**src/rtl/decode_issue_sched.sv**
```systemverilog
// Fetch-to-decode issue queue with short-forward-branch (SFO) shadow tracking.
// Shadow FSM, counter and cancel pulse exist only when DECODE_SFO_EN is defined.
module decode_issue_sched #(
  parameter int unsigned DEPTH   = 4,
  parameter int unsigned SFO_MAX = 4
) (
  input  logic        clk,
  input  logic        rst,
  input  logic        flush,
  input  logic        fq_valid_i,
  output logic        fq_ready_o,
  input  logic [31:0] fq_instr_i,
  input  logic [31:0] fq_pc_i,
  output logic        dec_valid_o,
  input  logic        dec_ready_i,
  output logic [31:0] dec_instr_o,
  output logic [31:0] dec_pc_o,
  input  logic        is_br_i,
  input  logic        shadowable_i,
  input  logic [12:0] br_off_i,
  output logic        under_shadow_o,
  output logic        sfo_cancel_o
);

  localparam int unsigned IdxW = $clog2(DEPTH);
  localparam int unsigned PtrW = IdxW + 1;

  logic [31:0]     r_instr [DEPTH];
  logic [31:0]     r_pc    [DEPTH];
  logic [PtrW-1:0] r_wptr;
  logic [PtrW-1:0] r_rptr;
  logic            w_full;
  logic            w_empty;
  logic            w_enq;
  logic            w_deq;

  // Extra pointer MSB distinguishes full from empty when the index bits match.
  assign w_empty = (r_wptr == r_rptr);
  assign w_full  = (r_wptr[PtrW-1] != r_rptr[PtrW-1]) &&
                   (r_wptr[IdxW-1:0] == r_rptr[IdxW-1:0]);

  // Flush discards both handshakes of its cycle.
  assign w_enq = fq_valid_i & ~w_full & ~flush;
  assign w_deq = dec_ready_i & ~w_empty & ~flush;

  assign fq_ready_o  = ~w_full;
  assign dec_valid_o = ~w_empty;
  assign dec_instr_o = r_instr[r_rptr[IdxW-1:0]];
  assign dec_pc_o    = r_pc[r_rptr[IdxW-1:0]];

  always_ff @(posedge clk) begin
    if (rst || flush) begin
      r_wptr <= '0;
      r_rptr <= '0;
    end else begin
      if (w_enq) r_wptr <= r_wptr + PtrW'(1);
      if (w_deq) r_rptr <= r_rptr + PtrW'(1);
    end
  end

  always_ff @(posedge clk) begin
    if (w_enq && !rst) begin
      r_instr[r_wptr[IdxW-1:0]] <= fq_instr_i;
      r_pc[r_wptr[IdxW-1:0]]    <= fq_pc_i;
    end
  end

`ifdef DECODE_SFO_EN
  localparam int unsigned CntW   = $clog2(SFO_MAX + 1);
  localparam int          OffMax = 4 * (int'(SFO_MAX) + 1);

  typedef enum logic {StIdle, StShadow} state_e;

  state_e             r_state;
  state_e             w_state_next;
  logic [CntW-1:0]    r_cnt;
  logic [CntW-1:0]    w_cnt_next;
  logic               r_cancel;
  logic               w_cancel_next;
  logic signed [31:0] w_off;
  logic               w_sfo_open;

  assign w_off      = {{19{br_off_i[12]}}, br_off_i};
  assign w_sfo_open = is_br_i && (w_off >= 32'sd8) && (w_off <= OffMax);

  always_ff @(posedge clk) begin
    if (rst) begin
      r_state  <= StIdle;
      r_cnt    <= '0;
      r_cancel <= 1'b0;
    end else begin
      r_state  <= w_state_next;
      r_cnt    <= w_cnt_next;
      r_cancel <= w_cancel_next;
    end
  end

  // Counter holds the number of shadowed instructions still to be issued.
  always_comb begin
    w_state_next  = r_state;
    w_cnt_next    = r_cnt;
    w_cancel_next = 1'b0;
    if (w_deq) begin
      case (r_state)
        StIdle: begin
          if (w_sfo_open) begin
            w_state_next = StShadow;
            w_cnt_next   = CntW'(br_off_i[12:2] - 11'd1);
          end
        end
        StShadow: begin
          if (shadowable_i) begin
            w_cnt_next = r_cnt - CntW'(1);
            if (r_cnt == CntW'(1)) w_state_next = StIdle;
          end else begin
            w_state_next  = StIdle;
            w_cnt_next    = '0;
            w_cancel_next = 1'b1;
          end
        end
        default: begin
          w_state_next = StIdle;
          w_cnt_next   = '0;
        end
      endcase
    end
    if (flush) begin
      w_state_next = StIdle;
      w_cnt_next   = '0;
    end
  end

  assign under_shadow_o = (r_state == StShadow) & ~w_empty;
  assign sfo_cancel_o   = r_cancel;
`else
  logic w_unused_sfo;
  assign w_unused_sfo   = ^{is_br_i, shadowable_i, br_off_i};
  assign under_shadow_o = 1'b0;
  assign sfo_cancel_o   = 1'b0;
`endif

endmodule

```
**config.mk**
```make
export PLATFORM = sky130hd
export DESIGN_NAME = decode_issue_sched
export DESIGN_NICKNAME = d
export VERILOG_FILES = /design/src/rtl/decode_issue_sched.sv
export SDC_FILE = /design/constraint.sdc
export NUM_CORES = 1
export LEC_CHECK = 0
export CORE_AREA = 5 5 142 144
export DETAILED_ROUTE_END_ITERATION = 8
export DIE_AREA = 0 0 147 149
export GPL_TIMING_DRIVEN = 1
export PLACE_DENSITY_LB_ADDON = 0.2
export SLEW_MARGIN = 30
export SYNTH_ARGS = -nofsm -noshare
export SYNTH_HDL_FRONTEND = slang
export SYNTH_SLANG_ARGS = --single-unit
```
**constraint.sdc**
```tcl
create_clock -name clk -period 3.7 [get_ports clk]
set_input_delay 0.555 -clock clk [delete_from_list [all_inputs] [get_ports clk]]
set_output_delay 0.555 -clock clk [all_outputs]
set_load 0.1 [all_outputs]
```
==> flow_summary.yaml, run 1 <==
synthesis:
  synth_cells: 402
  yosysWarningCount: 0
  netlist_top_cells_count: "256 x edfxtp_1, 64 x mux4_2, 9 x clkbuf_1"
  synth_area_leaders: "edfxtp_1 79%, mux4_2 15%, dfxtp_1 1.6%"
  ys.flop_type: "edfxtp_1"
  postSynth.asyncResetShare_pct: 0
  yosysTopAreaCell: "edfxtp_1"
  yosysMostFrequentCell: "edfxtp_1"
  netlist_area_um2: 9776
  netlist.area_leader.share_pct: 78.64
  ys_ff_latch: 264
  synth_cell_types: 30
  synth_edf_count: 256
  ys_seq_area_share_pct: 80.28
  synth_area_per_cell_um2: 24.32
grt:
  antenna_found_initial: 1
  grt_pass1_vias: 4903
  grt.total_usage_pct: 16.08
  grt_max_degree: 65
  grt.overflow.total: 0
  grt_pass1_wl_um: 27270
place:
  dp_hpwl_um: 10900
  place_congestion: 0.8052
  portBuffers: 134
  placed_area_um2: 11320
clocking:
  clk_latency_ns: 0.51
  cts-hold-fix-buffers: 0
  cts_root_buf: "clkbuf_16"
  htreeDepth: 1
  cts_setup_buffers: 0
  numCtsBuffers: 26
  path_clk_slew_ns: 0.06
  clk_path_buf_depth: 3
  cts_tree: "done"
  postCtsResizedCells: 0
  cts_sinks: 264
critical_path:
  slowest_delay_ns: 0.73
  crit_buf_inv: 2
  timing.critical_path.mode_cell: "buf_4"
  cp.required_ns: 3.14
  cp_slowest_cell: "dfxtp_4"
  cp-end-kind: "output port"
  startpoint_type: "register"
  critPathKind: "reg2out"
  worst-path-max-fanout: 29
  path_delay_family: "flip-flops"
  worstPathCellList: "buf_4 > mux4_2 > buf_4"
  arrival_ns: 2.46
floorplan:
  io_pins: 152
  die_w_um: 147
  fp-row-count: 50
  core_area_um2: 18580
  dieArea_um2: 21900
  fp.dieH_um: 149
  start_util_pct: 52.61
detailed_routing:
  route.vias.total: 4570
  route.detailed.drc: 0
  dr.pass1.iters: 6
  routed_via_density: 5.635
  drt_wl_total_um: 17820
  post_drt_wl_per_cell_um: 21.98
  final_antenna_net_count: 0
  drt_iter0_drc: 305
sta:
  slew_headroom_pct: 59.28
  setup_violations: 0
  min_period_ns: 3.013
  hold_viol_final: 0
  rsz0062_at_grt: "no"
  drv_slew: 0
  finClkSkew_ns: 0.008661
  setup_tns_ns: 0
  worst_pin_slew_ns: 0.6067
  fin_crit_sh_pct: 81.43
  fmax_ghz: 0.3319
job:
  cap_violations: 0
final_layout:
  syn_to_final_growth_pct: 25.16
  final_area_um2: 12240
  antennaDiodeCount: 0
  fin_nets: 647
  layout-drive-gt1-share_pct: 32.06
  fin_util_pct: 65.85
hold_path:
  min_path_type: "reg2reg"
power_and_ir_drop:
  p_leak_nw: 3.944
  ir_drop_uv: 358.1
  powerDensity_nw_per_um2: 536.1
  power_mw: 6.559
run_status:
  status: "complete, no violations"
final timing paths:
check	startpoint	endpoint	slack (ns)	cells past startpoint
max	register	dec_pc_o[16]	0.69	3
min	r_rptr[2]$_SDFFE_PP0P_	r_rptr[2]$_SDFFE_PP0P_	0.56	2
max reg2reg	r_wptr[1]$_SDFFE_PP0P_	r_instr[3][13]$_DFFE_PP_	1.41	4
min reg2reg	r_rptr[2]$_SDFFE_PP0P_	r_rptr[2]$_SDFFE_PP0P_	0.56	2
metrics by stage:
stage / setup WS, ns / hold WS (ns) / std cells
floorplan: 0.4872 / 0.5138 / 403
global placement: 0.8139 / 0.5350 / 763
detailed placement: 0.7067 / 0.5475 / 763
CTS: 0.5745 / 0.5604 / 810
global route: 0.4660 / 0.6043 / 811
finish: 0.6870 / 0.5603 / 811
kinds of logic (layout without fill, tap and decap cells):
group | count (synthesis) | in the layout | synth area share, %
other | 1 | 2 | 0.03836
buffers and inverters | 21 | 195 | 0.9726
adder cells (fa/ha/maj) | 5 | 5 | 0.6400
flip-flops | 264 | 264 | 80.28
AO/OA/AOI/OAI | 16 | 16 | 1.280
AND/OR/NAND/NOR | 25 | 25 | 1.510
XOR/XNOR | 6 | 6 | 0.5377
multiplexers | 64 | 64 | 14.74
state kept, by name, indices dropped and copies added (netlist names), named ones only:
register  count
r_pc        128
r_wptr        3
r_rptr        3
r_instr     128
worst register-to-register path, stage by stage (launching register included):
cell and delay, ns:
dfxtp_1 0.44, xnor2_1 0.18, a311oi_1 0.60, and2_4 0.36
buf_4 0.37
final cells by class:
cell class / count / area [µm²]
clock inverters: 16 / 205.2
fillers: 1207 / 6345
multi-input cells: 118 / 1847
clock buffers: 31 / 690.7
inverters: 3 / 11.26
well taps: 234 / 292.8
repair buffers: 145 / 1334
flip-flops and latches: 264 / 7855
metal layers:
metal | vias up | routed length (µm) | track usage, %
met5 | - | 7 | 0
met3 | 18 | 1155 | 4.163
met1 | 2375 | 7245 | 20.81
li1 | 2039 | - | -
met4 | 2 | 198 | 3.728
met2 | 136 | 9218 | 27.77
power breakdown:
group,switching (mW),internal [mW],leakage (nW)
Combinational,0.361,0.161,1.13
Clock,1.03,1.68,0.436
Sequential,0.0156,3.31,2.38
Total,1.41,5.15,3.94
layout by cell type, fill, tap and decap left out, drive strengths merged, types with 4 or more instances in the layout:
cell | Yosys | layout
and2 | 4 | 4
buf | 9 | 77
dfxtp | 8 | 8
bufinv | 0 | 5
inv | 3 | 4
clkdlybuf4s50 | 0 | 68
edfxtp | 256 | 256
clkinv | 0 | 9
clkbuf | 9 | 31
mux4 | 64 | 64
ha | 5 | 5
nand2 | 7 | 7
Note: power is estimated with default switching activity, not from simulation.
==> run 2, diff against run 1 <==
- clock period: 3.7 -> 2.8 ns (I/O delays scaled with it)
==> run 2 against run 1 <==
Routed wire length grew 3.5%; worst setup slack lost 0.53 ns; cell area grew 7.2%; first-iteration DRC count shrank 14%; combinational power grew 60%; register-to-register slack lost 0.60 ns; final cell count grew 0.86%; die area is the same; sequential power grew 32%; clock power grew 26%; non-clock buffer count grew 7; power grew 32%; critical path type unchanged; highest routed layer unchanged.
==> flow_summary.yaml, run 2 (synthesis gave the netlist of run 1 again) <==
critical_path:
  reg2reg_depth: 5
  cp_slowest_cell: "dfxtp_4"
  worst-path-max-fanout: 21
  critPathKind: "reg2out"
  r2r-end: "r_instr[2][9]$_DFFE_PP_"
  worstPathCellList: "buf_12 > mux4_2 > buf_12"
  timing.critical_path.mode_cell: "buf_12"
  slowest_delay_ns: 0.62
  cp-end-kind: "output port"
  arrival_ns: 2.22
  reg2reg_from: "r_rptr[1]$_SDFFE_PP0P_"
  rrSetupSlack_ns: 0.81
  cp.required_ns: 2.38
  startpoint_type: "register"
sta:
  rsz0062_at_grt: "no"
  slew_headroom_pct: 64.36
  fin_crit_sh_pct: 94.23
  worst_pin_slew_ns: 0.5308
  min_period_ns: 2.639
  setup_tns_ns: 0
  drv_slew: 0
  fmax_ghz: 0.3790
  setup_violations: 0
  holdWs_ns: 0.5392
  finClkSkew_ns: 0.01029
  hold_viol_final: 0
  fin_ws_ns: 0.1614
grt:
  grt.total_usage_pct: 17.09
  antenna_found_initial: 1
  grt_pass1_vias: 5055
  grt_pass1_wl_um: 29200
  grt_max_degree: 38
  grt.overflow.total: 0
detailed_routing:
  post_drt_wl_per_cell_um: 22.54
  final_antenna_net_count: 0
  drt_iter0_drc: 262
  route.detailed.drc: 0
  routed_via_density: 5.681
  drt_wl_total_um: 18440
  route.vias.total: 4647
  dr.pass1.iters: 4
clocking:
  path_clk_slew_ns: 0.07
  cts_setup_buffers: 0
  cts_tree: "done"
  postCtsResizedCells: 0
  numCtsBuffers: 26
  cts_root_buf: "clkbuf_16"
  htreeDepth: 1
  cts_sinks: 264
  cts-hold-fix-buffers: 0
  clk_path_buf_depth: 3
  clk_latency_ns: 0.51
final_layout:
  syn_to_final_growth_pct: 34.17
  final_area_um2: 13120
  antennaDiodeCount: 0
  fin_cells: 818
  fin_util_pct: 70.59
  fin_nets: 654
  layout-drive-gt1-share_pct: 32.53
  layout_common_cells: "256 x edfxtp_1, 76 x buf_12, 68 x clkdlybuf4s50_1"
  layout_commonest_cell: "edfxtp_1"
place:
  dp_cells: 771
  placed_area_um2: 12270
  post-place-ws_ns: 0.4823
  dp_hpwl_um: 11750
  place_congestion: 0.8403
  portBuffers: 134
power_and_ir_drop:
  ir_drop_uv: 511.5
  power_mw: 8.650
  powerDensity_nw_per_um2: 659.5
  p_leak_nw: 4.264
hold_path:
  hold_path_end: "r_pc[1][18]$_DFFE_PP_"
  min_path_type: "in2reg"
  worst_hold_startpoint: "fq_pc_i[18]"
  holdPathStages: 1
run_status:
  status: "complete, no violations"
floorplan:
  fp-row-count: 50
  core_area_um2: 18580
  die_w_um: 147
  start_util_pct: 52.61
  io_pins: 152
  fp.dieH_um: 149
  dieArea_um2: 21900
job:
  cap_violations: 0
==> run 2: worst max path at each step <==
stage,endpoint,startpoint,slack (ns)
CTS,dec_pc_o[20],register,0.11
floorplan,r_instr[0][0]$_DFFE_PP_,flush,0.41
detailed placement,r_instr[2][7]$_DFFE_PP_,fq_valid_i,0.48
global route,dec_pc_o[20],register,0.05
global placement,r_instr[1][9]$_DFFE_PP_,fq_valid_i,0.49
finish,dec_pc_o[20],register,0.16
==> run 2: where the power goes <==
group          switching (mW)  internal (mW)
Clock                    1.39           2.04
Combinational           0.507          0.327
Sequential             0.0181           4.37
Total                    1.91           6.74
==> run 2: final cells by class <==
type,count,area (µm²)
sequential,264,7855
tap,234,292.8
clock inverter,15,153.9
multi-input combinational,118,1847
fill,1085,5464
clock buffer,32,694.4
timing repair buffer,152,2262
inverter,3,11.26
==> run 2: per-layer routing <==
metal	share of wire, %	vias to the layer above	routed length, µm	global-route usage [%]
li1	-	2051	-	-
met1	41	2426	7542	23.24
met2	52	137	9671	29.41
met3	5.0	31	921	3.160
met4	1.6	2	293	3.681
met5	0.070	-	13	0
==> run 2: worst max-delay path, delay by kind of cell, from the launching register on <==
kind,cells,cell delay (ns)
mux,1,0.60
buf+inv,2,0.47
flops,1,0.62
